**config.mk**
```make
export PLATFORM = sky130hd
export DESIGN_NAME = rgb_led_sequencer
export DESIGN_NICKNAME = d
export VERILOG_FILES = /design/src/rtl/rgb_led_sequencer.sv
export SDC_FILE = /design/constraint.sdc
export NUM_CORES = 1
export LEC_CHECK = 0
export CORE_MARGIN = 1
export CORE_UTILIZATION = 55
export DETAILED_ROUTE_END_ITERATION = 8
export PLACE_DENSITY = 0.76
export SLEW_MARGIN = 20
export SYNTH_ARGS = -nofsm -noshare
export SYNTH_HDL_FRONTEND = slang
export SYNTH_SLANG_ARGS = --single-unit
```
**constraint.sdc**
```tcl
create_clock -name clk100 -period 7.5 [get_ports clk100]
set_input_delay 1.5 -clock clk100 [delete_from_list [all_inputs] [get_ports clk100]]
set_output_delay 1.5 -clock clk100 [all_outputs]
set_load 0.01 [all_outputs]
```
**src/rtl/rgb_led_sequencer.sv**
```systemverilog
// -----------------------------------------------------------------------------
// rgb_led_sequencer
//
// Step-timed pattern engine for NUM_LEDS RGB user LEDs (CH = 3*NUM_LEDS
// channels). Patterns: ROTATE (one-hot walk), FILL (thermometer), BREATHE
// (all channels, triangular intensity ramp) and OFF. Every lit channel is
// gated by a free-running PWM compare against a global duty value.
//
// Ports
//   clk100      in   1         system clock, rising edge
//   rst_n       in   1         asynchronous active-low reset
//   mode        in   2         0 ROTATE, 1 FILL, 2 BREATHE, 3 OFF
//   brightness  in   PWM_BITS  global duty for lit channels
//   pause       in   1         freezes pattern, step prescaler and lvl
//   led_n       out  CH        active-low channel drive, bit 3k+0/1/2 = R/G/B
//   step_pulse  out  1         one-cycle pulse per pattern step
//
// Handshake: none. All inputs are level-sampled every cycle; mode only takes
// effect on a step tick.
//
// Output timing: led_n is registered and is computed from the *next* pattern,
// mode and lvl values, so a pattern step becomes visible on led_n in the same
// cycle that step_pulse is high. pwm_cnt and brightness feed led_n with one
// cycle of latency.
// -----------------------------------------------------------------------------
module rgb_led_sequencer #(
   parameter int NUM_LEDS = 4,
   parameter int PWM_BITS = 8,
   parameter int CLK_HZ   = 100_000_000,
   parameter int STEP_HZ  = 2
) (
   input  logic                  clk100,
   input  logic                  rst_n,
   input  logic [1:0]            mode,
   input  logic [PWM_BITS-1:0]   brightness,
   input  logic                  pause,
   output logic [3*NUM_LEDS-1:0] led_n,
   output logic                  step_pulse
);

   localparam int CH       = 3 * NUM_LEDS;
   localparam int STEP_DIV = CLK_HZ / STEP_HZ;
   localparam int SC_W     = $clog2(STEP_DIV);
   localparam int BDIV_RAW = STEP_DIV >> PWM_BITS;
   localparam int BDIV     = (BDIV_RAW < 1) ? 1 : BDIV_RAW;
   localparam int BD_W     = (BDIV > 1) ? $clog2(BDIV) : 1;

   localparam logic [SC_W-1:0]     STEP_LAST = SC_W'(STEP_DIV - 1);
   localparam logic [BD_W-1:0]     BDIV_LAST = BD_W'(BDIV - 1);
   localparam logic [PWM_BITS-1:0] LVL_MAX   = {PWM_BITS{1'b1}};
   localparam logic [PWM_BITS-1:0] LVL_TOPM1 = LVL_MAX - 1'b1;
   localparam logic [PWM_BITS-1:0] LVL_ONE   = PWM_BITS'(1);

   typedef enum logic [1:0] {
      MODE_ROTATE  = 2'd0,
      MODE_FILL    = 2'd1,
      MODE_BREATHE = 2'd2,
      MODE_OFF     = 2'd3
   } mode_e;

   // Pattern value a mode starts from when it is (re)entered.
   function automatic logic [CH-1:0] init_pat(input mode_e m);
      logic [CH-1:0] p;
      case (m)
         MODE_ROTATE:  p = CH'(1);
         MODE_FILL:    p = CH'(1);
         MODE_BREATHE: p = {CH{1'b1}};
         default:      p = '0;
      endcase
      return p;
   endfunction

   // ---------------------------------------------------------------------------
   // State
   // ---------------------------------------------------------------------------
   logic [SC_W-1:0]     step_cnt, step_cnt_d;
   logic [PWM_BITS-1:0] pwm_cnt;
   mode_e               mode_q, mode_q_d;
   logic [CH-1:0]       pat, pat_d;
   logic [PWM_BITS-1:0] lvl, lvl_d;
   logic                up, up_d;
   logic [BD_W-1:0]     bdiv_cnt, bdiv_cnt_d;

   // ---------------------------------------------------------------------------
   // Next-state and output decode
   // ---------------------------------------------------------------------------
   mode_e                 mode_in;
   logic                  tick;
   logic                  mode_change;
   logic                  breathe_adv;
   logic [2*PWM_BITS-1:0] prod;
   logic [PWM_BITS-1:0]   duty;
   logic                  pwm_hit;
   logic [CH-1:0]         on;

   assign mode_in = mode_e'(mode);

   always_comb begin
      step_cnt_d  = step_cnt;
      mode_q_d    = mode_q;
      pat_d       = pat;
      lvl_d       = lvl;
      up_d        = up;
      bdiv_cnt_d  = bdiv_cnt;
      prod        = '0;
      duty        = brightness;
      pwm_hit     = 1'b0;
      on          = '0;

      tick        = (step_cnt == STEP_LAST) && !pause;
      mode_change = tick && (mode_in != mode_q);
      breathe_adv = (mode_q == MODE_BREATHE) && !pause && (bdiv_cnt == BDIV_LAST);

      // Prescaler: holds while paused, so a suppressed tick fires as soon as
      // pause drops.
      if (!pause) begin
         step_cnt_d = tick ? '0 : step_cnt + 1'b1;
      end

      if (tick) begin
         mode_q_d = mode_in;
      end

      // Pattern: a newly selected mode restarts from its initial value rather
      // than stepping the old pattern.
      if (mode_change) begin
         pat_d = init_pat(mode_in);
      end else if (tick) begin
         case (mode_q)
            MODE_ROTATE:  pat_d = {pat[CH-2:0], pat[CH-1]};
            MODE_FILL:    pat_d = (pat == {CH{1'b1}}) ? CH'(1) : {pat[CH-2:0], 1'b1};
            MODE_BREATHE: pat_d = {CH{1'b1}};
            default:      pat_d = '0;
         endcase
      end

      // Breathe ramp. The direction flips on the same advance that reaches an
      // end point, so lvl never leaves 0..LVL_MAX and a full cycle is
      // 2*LVL_MAX advances.
      if (mode_change) begin
         lvl_d      = '0;
         up_d       = 1'b1;
         bdiv_cnt_d = '0;
      end else begin
         if (!pause) begin
            bdiv_cnt_d = (bdiv_cnt == BDIV_LAST) ? '0 : bdiv_cnt + 1'b1;
         end
         if (breathe_adv) begin
            if (up) begin
               lvl_d = lvl + 1'b1;
               if (lvl == LVL_TOPM1) up_d = 1'b0;
            end else begin
               lvl_d = lvl - 1'b1;
               if (lvl == LVL_ONE) up_d = 1'b1;
            end
         end
      end

      // Duty follows the mode/lvl that will be live after this edge.
      if (mode_q_d == MODE_BREATHE) begin
         prod = {{PWM_BITS{1'b0}}, brightness} * {{PWM_BITS{1'b0}}, lvl_d};
         duty = prod[2*PWM_BITS-1:PWM_BITS];
      end

      // Full-scale duty is treated as always-on; otherwise one PWM slot per
      // period would stay dark.
      pwm_hit = (pwm_cnt < duty) || (duty == LVL_MAX);
      on      = pat_d & {CH{pwm_hit}};
   end

   // ---------------------------------------------------------------------------
   // Registers
   // ---------------------------------------------------------------------------
   always_ff @(posedge clk100 or negedge rst_n) begin
      if (!rst_n) begin
         step_cnt   <= '0;
         pwm_cnt    <= '0;
         mode_q     <= MODE_ROTATE;
         pat        <= CH'(1);
         lvl        <= '0;
         up         <= 1'b1;
         bdiv_cnt   <= '0;
         led_n      <= {CH{1'b1}};
         step_pulse <= 1'b0;
      end else begin
         step_cnt   <= step_cnt_d;
         pwm_cnt    <= pwm_cnt + 1'b1;
         mode_q     <= mode_q_d;
         pat        <= pat_d;
         lvl        <= lvl_d;
         up         <= up_d;
         bdiv_cnt   <= bdiv_cnt_d;
         led_n      <= ~on;
         step_pulse <= tick;
      end
   end

endmodule

```
==> impl_metrics.yaml, run 1 <==
route:
  dr.pass1.iters: 8
  wire_per_inst_um: 16.96
  routed_wl_mm: 16.67
  drc_errors: 2
  vias: 5744
  detail-route-antenna-nets: 0
  viasPerCell: 5.843
  drtIter0Drc: 380
outcome:
  violations: "DRC, setup timing"
  status: "finished with violations"
synth:
  ys_ff_latch: 88
  synth.net_count: 823
  ys_types: 52
  ys_warn_count: 0
  synth_edf_count: 0
  synth_common_cells: "nand2_1, dfrtp_1, nor2_1, inv_1, ha_1"
  synthTopCellsByArea: "dfrtp_1, fa_1, ha_1, dfstp_2, nand2_1"
  synth-main-ff-cell: "dfrtp_1"
  synth_top_area_cell: "dfrtp_1"
  ys_seq_area_share_pct: 33.76
  syn_area_per_cell_um2: 9.080
  synthesis.area_um2: 6574
  syn_inst: 724
  synth.top_cell.area_share_pct: 28.17
  synth_most_common_cell: "nand2_1"
  async_reset_ff_share_pct: 100.0
sta:
  hold_viol: 0
  final_max_slew_viol_count: 0
  finClkSkew_ps: 7.047
  tightest_slew_ps: 598.3
  maxSlewHeadroom_pct: 59.26
  min_period_ps: 7679
  worst_slack_ps: -178.8
  rsz0062_at_grt: "yes"
  setup_viol: 12
  holdWs_ps: 481.5
  post-route-period-util_pct: 102.4
  fmax_mhz: 130.2
power_and_ir_drop:
  p_int_mw: 0.8900
  pwr-share-seq_pct: 45.7
  pwr-share-clk_pct: 44.2
  switching_share_pct: 25.09
  power_switching_mw: 0.2980
  combPwrFrac_pct: 10.1
  leakage_nw: 3.976
  max-vdd-ir-drop_v: 0.0001204
  power_density_nw_per_um2: 142.1
worst_setup_path:
  worst_ep_required_time_ps: 7770
  max_stage_delay_ps: 520
  cp.arrival_ps: 7940
  worstSetupEndpointType: "flip-flop"
  cp-start-kind: "primary input"
  path_max_fanout: 6
  setup.worst_path.class: "in2reg"
  cp_slowest_cell: "fa_1"
place:
  place_congestion: 0.8968
  placed_cells: 951
  portBuffers: 25
  dpl.hpwl_mm: 11.65
  preCtsSetupSlack_ps: -967.5
cells_and_area:
  diodes: 0
  drive_gt1_share_pct: 22.26
  nFillCells: 799
  fin_cells: 983
  multi_input_area_um2: 4459
  register_area_um2: 2220
  final_nets: 934
  syn2layout_area_growth_pct: 27.18
die:
  die-area_um2: 12390
  core_um2: 11520
  die_x_um: 111.3
  fp-row-count: 39
  die_y_um: 111.3
  start_util_pct: 57.08
  pin_count: 26
clock_network:
  clk_path_buf_depth: 2
  h-tree-depth: 3
  numCtsBuffers: 9
  clk_latency_ps: 350
  clkTransAtPathRegs_ps: 60
  cts_tree: "yes"
  cts_root_buf: "clkbuf_16"
  clock_sinks: 88
min_path:
  hp-class: "reg2reg"
global_routing:
  grt.overflow.total: 0
  gr-usage-met2_pct: 51.13
  grt_max_degree: 52
  grt_pass1_vias: 5961
  grt_busiest_layer: "met2"
  antenna_found_initial: 0
  grt_util_met3_pct: 4.210
  grt_pass1_wl_mm: 27.54
  grt_usage_pct: 27.66
  grt_use_met1_pct: 32.95
flow_run:
  cap_violations: 0
[worst max-delay path, delay by kind of cell]
| family | cells | cell delay [ps] |
|---|---|---|
| fa+ha+maj | 6 | 2520 |
| mux | 1 | 240 |
| compound gates | 10 | 1420 |
| xor+xnor | 2 | 250 |
| buf+inv | 8 | 710 |
| simple gates | 7 | 1290 |
[registers in the layout, indices dropped and copies added, names as in the netlist]
signal	count
bdiv_cnt	18
led_n	12
step_pulse	1
mode_q	2
pat	12
step_cnt	26
pwm_cnt	8
up	1
lvl	8
[worst paths after layout]
path / cells past startpoint / start / endpoint / slack [ps]
min in group asynchronous: 1 / rst_n / step_cnt[10]$_DFFE_PN0N_ / 1110
setup reg to reg: 32 / step_cnt[10]$_DFFE_PN0N_ / led_n[11]$_DFF_PN1_ / 150
max in group asynchronous: 2 / rst_n / pwm_cnt[6]$_DFF_PN0_ / 5370
hold / removal: 1 / step_cnt[25]$_DFFE_PN0N_ / step_cnt[25]$_DFFE_PN0N_ / 480
setup / recovery: 34 / pause / led_n[11]$_DFF_PN1_ / -180
hold reg to reg: 1 / step_cnt[25]$_DFFE_PN0N_ / step_cnt[25]$_DFFE_PN0N_ / 480
[cell usage in the layout (no fill, tap or decap), types with 6 or more instances in the layout]
master / count
xor2_1: 19
nor2_1: 58
clkdlybuf4s50_1: 21
and3_1: 13
nor2_2: 6
a21oi_1: 38
mux2i_1: 8
nand3_1: 19
inv_2: 6
fa_1: 34
ha_1: 46
buf_4: 83
dfstp_2: 14
inv_1: 55
clkbuf_16: 9
nor2_4: 7
o21ai_0: 27
nor3_1: 14
dfrtp_1: 74
o31ai_1: 8
and2_1: 37
a21o_1: 10
xnor2_1: 24
nand4_1: 15
or3_1: 7
nand2_1: 88
[layer usage]
layer | vias up | wire [um]
li1 | 2689 | -
met1 | 2818 | 6572
met2 | 186 | 8876
met3 | 51 | 693
met4 | 0 | 524
met5 | - | 0
[timing repair]
item / in CTS / in global routing
resized for setup: 36 / 48
setup buffers: 10 / 7
gates cloned: 1 / 0
endpoints found under the setup margin: 12 / 12
hold buffers: 0 / 0
pin swaps: 25 / 43
[final cells by class]
| type | instances | share of cell area (%) |
|---|---|---|
| clock buffers | 9 | 2.694 |
| clock inverters | 7 | 1.512 |
| inverters | 61 | 2.739 |
| multi-input cells | 563 | 53.34 |
| flip-flops and latches | 88 | 26.55 |
| well taps | 143 | 2.140 |
| repair buffers | 112 | 11.03 |
[power by group through the flow]
| stage | sequential, mW | combinational (mW) | clock, mW |
|---|---|---|---|
| finish | 0.543 | 0.120 | 0.525 |
| global route | 0.548 | 0.137 | 0.550 |
| CTS | 0.543 | 0.116 | 0.531 |
| detailed placement | 0.550 | 0.111 | 0 |
| global placement | 0.547 | 0.105 | 0 |
| floorplan | 0.541 | 0.0656 | 0 |
[logic make-up after synthesis]
logic type                 count (synthesis)  synth area share, %
DFF                                       88                33.76
AOI/OAI and AO/OA                        112                9.993
muxes                                     10                1.732
adders and majority gates                 86                20.37
and+or+nand+nor                          306                23.41
buffers and inverters                     74                4.339
xor gates and xnor gates                  48                6.395
[stage by stage]
step	area (um2)	utilization (%)	TNS [ps]	power [mW]
floorplan	6646	-	0	0.6062
global placement	7553	65.59	-8798	0.6522
detailed placement	7553	65.59	-11200	0.6607
CTS	8097	70.31	-94.07	1.190
global route	8361	72.60	-4480	1.236
finish	8361	72.60	-1536	1.188
No activity file was read; power rests on OpenSTA's default activity.
==> run 2, diff against run 1 <==
- REMOVE_ABC_BUFFERS: not set -> 1
==> run 2 against run 1 <==
  * Clock power is 19% lower
  * Final cell count is 0.81% higher
  * Worst hold slack better by 20 ps
  * The run ends with DRC left
  * Critical path type unchanged
  * Count of clock-buffer cells in the layout is 4 higher
  * Core utilization is 0.11 points higher
  * Final area is 0.15% higher
  * Flip-flop and latch count stayed put
  * Power is 8.4% lower
  * Largest cell class unchanged
==> impl_metrics.yaml, run 2 (synthesis gave the netlist of run 1 again) <==
outcome:
  status: "finished with violations"
  violations: "DRC"
cells_and_area:
  layout_common_cells: "buf_4, nand2_1, dfrtp_1"
  drive_gt1_share_pct: 23.00
  reg_top3: "step_cnt: 26 flops, bdiv_cnt: 18 flops"
  final_util_pct: 72.71
  final_nets: 942
  top_register: "step_cnt"
  largest_reg_flops: 26
  nFillCells: 817
  syn2layout_area_growth_pct: 27.37
  diodes: 0
  layout_commonest_cell: "buf_4"
route:
  wire_per_inst_um: 16.76
  drc_errors: 2
  viasPerCell: 5.746
  routed_wl_mm: 16.61
  drtIter0Drc: 384
  detail-route-antenna-nets: 0
  vias: 5694
  dr.pass1.iters: 7
worst_setup_path:
  crit_buf_inv: 5
  crit_top_cell: "fa_1"
  crit_family: "adder cells"
  worstSetupEndpointType: "flip-flop"
  worst_ep_required_time_ps: 7760
  setup.worst_path.class: "in2reg"
  r2r_setup_slack_ps: 430
  cp-start-kind: "primary input"
  cp_slowest_cell: "or4b_1"
  path_max_fanout: 6
  max_stage_delay_ps: 620
  cp.arrival_ps: 7720
clock_network:
  cts-hold-fix-buffers: 0
  clk_path_buf_depth: 2
  cts_tree: "yes"
  h-tree-depth: 3
  clkTransAtPathRegs_ps: 60
  clock_sinks: 88
  cts_root_buf: "clkbuf_16"
  clk_latency_ps: 350
  numCtsBuffers: 9
sta:
  finClkSkew_ps: 13.31
  min_period_ps: 7452
  post-route-period-util_pct: 99.36
  tightest_slew_ps: 617.7
  final_max_slew_viol_count: 0
  timing.setup.tns_ps: 0
  rsz0062_at_grt: "yes"
  holdWs_ps: 501.0
  setup_viol: 0
  fmax_mhz: 134.2
  hold_viol: 0
  maxSlewHeadroom_pct: 57.94
die:
  pin_count: 26
  die_y_um: 111.3
  start_util_pct: 57.08
  die_x_um: 111.3
  die-area_um2: 12390
  core_um2: 11520
  fp-row-count: 39
global_routing:
  grt_usage_pct: 27.76
  grt_pass1_wl_mm: 27.43
  antenna_found_initial: 0
  grt.overflow.total: 0
  grt_pass1_vias: 5817
  grt_max_degree: 47
place:
  portBuffers: 25
  dpl.hpwl_mm: 11.84
  place_congestion: 0.9016
power_and_ir_drop:
  max-vdd-ir-drop_v: 0.00009741
  power_density_nw_per_um2: 129.9
  leakage_nw: 3.975
  fin_total_pwr_mw: 1.088
min_path:
  hp-class: "reg2reg"
flow_run:
  cap_violations: 0
-- run 2: area by class of cell --
type / instances / area [um2] / share of cell area (%)
clock buffer: 13 / 250.2 / 2.989
clock inverter: 3 / 26.28 / 0.3138
inverter: 61 / 231.5 / 2.764
multi-input combinational: 563 / 4499 / 53.74
sequential: 88 / 2220 / 26.51
tap: 143 / 178.9 / 2.137
timing repair buffer: 120 / 967.2 / 11.55
-- run 2: stage by stage --
stage | instances | area (um2) | setup WS [ps]
after global placement | 958 | 7537 | -1037
after floorplan | 711 | 6518 | -302.9
final | 991 | 8373 | 47.80
after global routing | 991 | 8373 | -221.6
after CTS | 986 | 8073 | -0.5915
after detailed placement | 958 | 7537 | -1219
-- run 2: per-layer routing --
| layer | GRT usage [%] | share of wire [%] |
|---|---|---|
| met1 | 33.90 | 41 |
| met2 | 49.58 | 53 |
| met3 | 4.046 | 3.6 |
| met4 | 10.63 | 2.7 |
| met5 | 0 | 0 |
-- run 2: timing repair --
item	4_1_cts	5_1_grt
buffers inserted	12	6
gates resized for setup	48	58
endpoints found under the setup margin	12	12
pin swaps	25	31
endpoints found under the hold margin	0	0
cloned	1	0
-- run 2: path summary, 6_finish.rpt --
check | startpoint | endpoint | cells after the start
max in group asynchronous | rst_n | led_n[5]$_DFF_PN1_ | 2
hold / removal | step_cnt[25]$_DFFE_PN0N_ | step_cnt[25]$_DFFE_PN0N_ | 1
setup / recovery | pause | led_n[11]$_DFF_PN1_ | 25
min in group asynchronous | rst_n | step_cnt[9]$_DFFE_PN0N_ | 1
hold reg to reg | step_cnt[25]$_DFFE_PN0N_ | step_cnt[25]$_DFFE_PN0N_ | 1
setup reg to reg | step_cnt[10]$_DFFE_PN0N_ | led_n[11]$_DFF_PN1_ | 23
-- run 2: power by group --
group          leakage [nW]  switching [mW]  internal, mW  total, mW
combinational          2.73          0.0659        0.0543      0.120
clock                 0.134           0.189         0.236      0.425
sequential             1.11          0.0355         0.507      0.542
==> run 3, diff against run 2 <==
- CORE_UTILIZATION: 55 -> 45
- PLACE_DENSITY: 0.76 -> not set
==> run 3 against run 2 <==
  * The run ends with setup timing left
  * Maximum frequency down 0.76%
  * Via count fell by 2.7%
  * Final cell count increased by 3.8%
  * Largest power group unchanged
  * Sequential power hardly changed
  * Power up 0.97%
  * Clock skew down 2.9 ps
  * Global-route usage decreased by 4.6 points
  * Clock power is 3% higher
  * Core utilization down 12 points
  * Flip-flop and latch count unchanged
  * Non-clock buffer count increased by 1
==> impl_metrics.yaml, run 3 (synthesis gave the netlist of run 1 again) <==
worst_setup_path:
  critPathLaunch: "mode[0]"
  cp-start-kind: "primary input"
  max_stage_delay_ps: 540
  crit_cells: 29
  crit_buf_inv: 5
  worst_r2r_path_depth: 28
  cp.arrival_ps: 7790
  r2r_setup_slack_ps: 400
  crit_family: "adder cells"
  cp_slowest_cell: "fa_1"
  setup.worst_path.class: "in2reg"
  r2r_start: "step_cnt[11]$_DFFE_PN0N_"
  worstSetupEndpointType: "flip-flop"
  path_max_fanout: 7
  worst_ep_required_time_ps: 7780
clock_network:
  clk_latency_ps: 340
  clock_sinks: 88
  numCtsBuffers: 9
  h-tree-depth: 3
  clkTransAtPathRegs_ps: 60
  clk_path_buf_depth: 2
  cts_tree: "yes"
  cts-hold-fix-buffers: 0
  cts_root_buf: "clkbuf_16"
die:
  die-area_um2: 15100
  pin_count: 26
  core_um2: 14040
  fp-row-count: 43
  die_x_um: 122.9
  start_util_pct: 46.81
  die_y_um: 122.9
sta:
  post-route-period-util_pct: 100.1
  tightest_slew_ps: 579.8
  holdWs_ps: 495.4
  fmax_mhz: 133.2
  rsz0062_at_grt: "yes"
  hold_viol: 0
  finClkSkew_ps: 10.37
  setup_viol: 2
  final_max_slew_viol_count: 0
  maxSlewHeadroom_pct: 60.52
  min_period_ps: 7509
  worst_slack_ps: -8.915
route:
  dr.pass1.iters: 4
  drtIter0Drc: 319
  routed_wl_mm: 16.14
  drc_errors: 0
  wire_per_inst_um: 15.68
  viasPerCell: 5.383
  vias: 5539
  detail-route-antenna-nets: 0
cells_and_area:
  layout_common_cells: "buf_4, nand2_1, dfrtp_1"
  reg_top3: "step_cnt: 26 flops, bdiv_cnt: 18 flops"
  top_register: "step_cnt"
  largest_reg_flops: 26
  layout_commonest_cell: "buf_4"
  final_nets: 943
  diodes: 0
  syn2layout_area_growth_pct: 28.93
  drive_gt1_share_pct: 24.26
flow_run:
  cap_violations: 0
global_routing:
  grt.overflow.total: 0
  antenna_found_initial: 0
  grt_pass1_wl_mm: 27.22
  grt_usage_pct: 23.11
  grt_pass1_vias: 5695
  grt_max_degree: 48
power_and_ir_drop:
  power_density_nw_per_um2: 129.6
  leakage_nw: 3.987
  max-vdd-ir-drop_v: 0.00009065
  fin_total_pwr_mw: 1.098
min_path:
  whs_path_depth: 1
  hp-start: "step_cnt[25]$_DFFE_PN0N_"
  hp-class: "reg2reg"
place:
  portBuffers: 25
  place_congestion: 0.9163
  preCtsSetupSlack_ps: -1133
  dpl.hpwl_mm: 11.92
outcome:
  violations: "setup timing"
  status: "finished with violations"
==> run 3: final cells by class <==
type	count	area, um2
Inverter	61	229.0
Fill cell	1176	5567
Clock buffer	13	270.3
Tap cell	180	225.2
Timing Repair Buffer	121	983.4
Multi-Input combinational cell	563	4526
Sequential cell	88	2220
Clock inverter	3	22.52
==> run 3: final timing paths <==
path | to
max reg2reg | led_n[1]$_DFF_PN1_
min reg2reg | step_cnt[25]$_DFFE_PN0N_
max | led_n[1]$_DFF_PN1_
min | step_cnt[25]$_DFFE_PN0N_
max in group asynchronous | lvl[4]$_DFF_PN0_
min in group asynchronous | step_cnt[25]$_DFFE_PN0N_
==> run 3: worst reg2reg max path, delay by kind of cell (launching register included) <==
kind	cells	cell delay (ps)
compound gates	8	1310
xor+xnor	1	130
fa+ha+maj	6	2630
buf+inv	4	170
flops	1	420
mux	1	110
simple gates	8	2250
==> run 3: per-layer routing <==
layer | vias up | part of all wire [%] | GRT usage, %
li1 | 2701 | - | -
met1 | 2715 | 44 | 28.79
met2 | 93 | 51 | 40.38
met3 | 30 | 2.3 | 3.020
met4 | 0 | 2.7 | 9.146
met5 | - | 0 | 0
==> run 3: what timing repair did <==
item,CTS,global route
pin swaps,33,50
cloned,1,0
setup endpoints to repair,12,12
hold endpoints to repair,0,0
setup buffers,8,8
resized for setup,55,60
==> run 3: power by group <==
| part | internal (mW) | switching [mW] | total [mW] |
|---|---|---|---|
| registers | 0.507 | 0.0353 | 0.542 |
| clock network | 0.253 | 0.186 | 0.439 |
| logic | 0.0527 | 0.0648 | 0.117 |
| total | 0.813 | 0.286 | 1.10 |
==> run 3: through the flow <==
stage / TNS [ps] / std cells / cell area [um2] / utilization, %
after global routing: -2750 / 1029 / 8476 / 60.36
after detailed placement: -13240 / 997 / 7599 / 54.11
final: -14.05 / 1029 / 8476 / 60.36
after global placement: -11950 / 997 / 7599 / 54.11
after floorplan: -3631 / 711 / 6518 / -
after CTS: -192.8 / 1022 / 8183 / 58.27
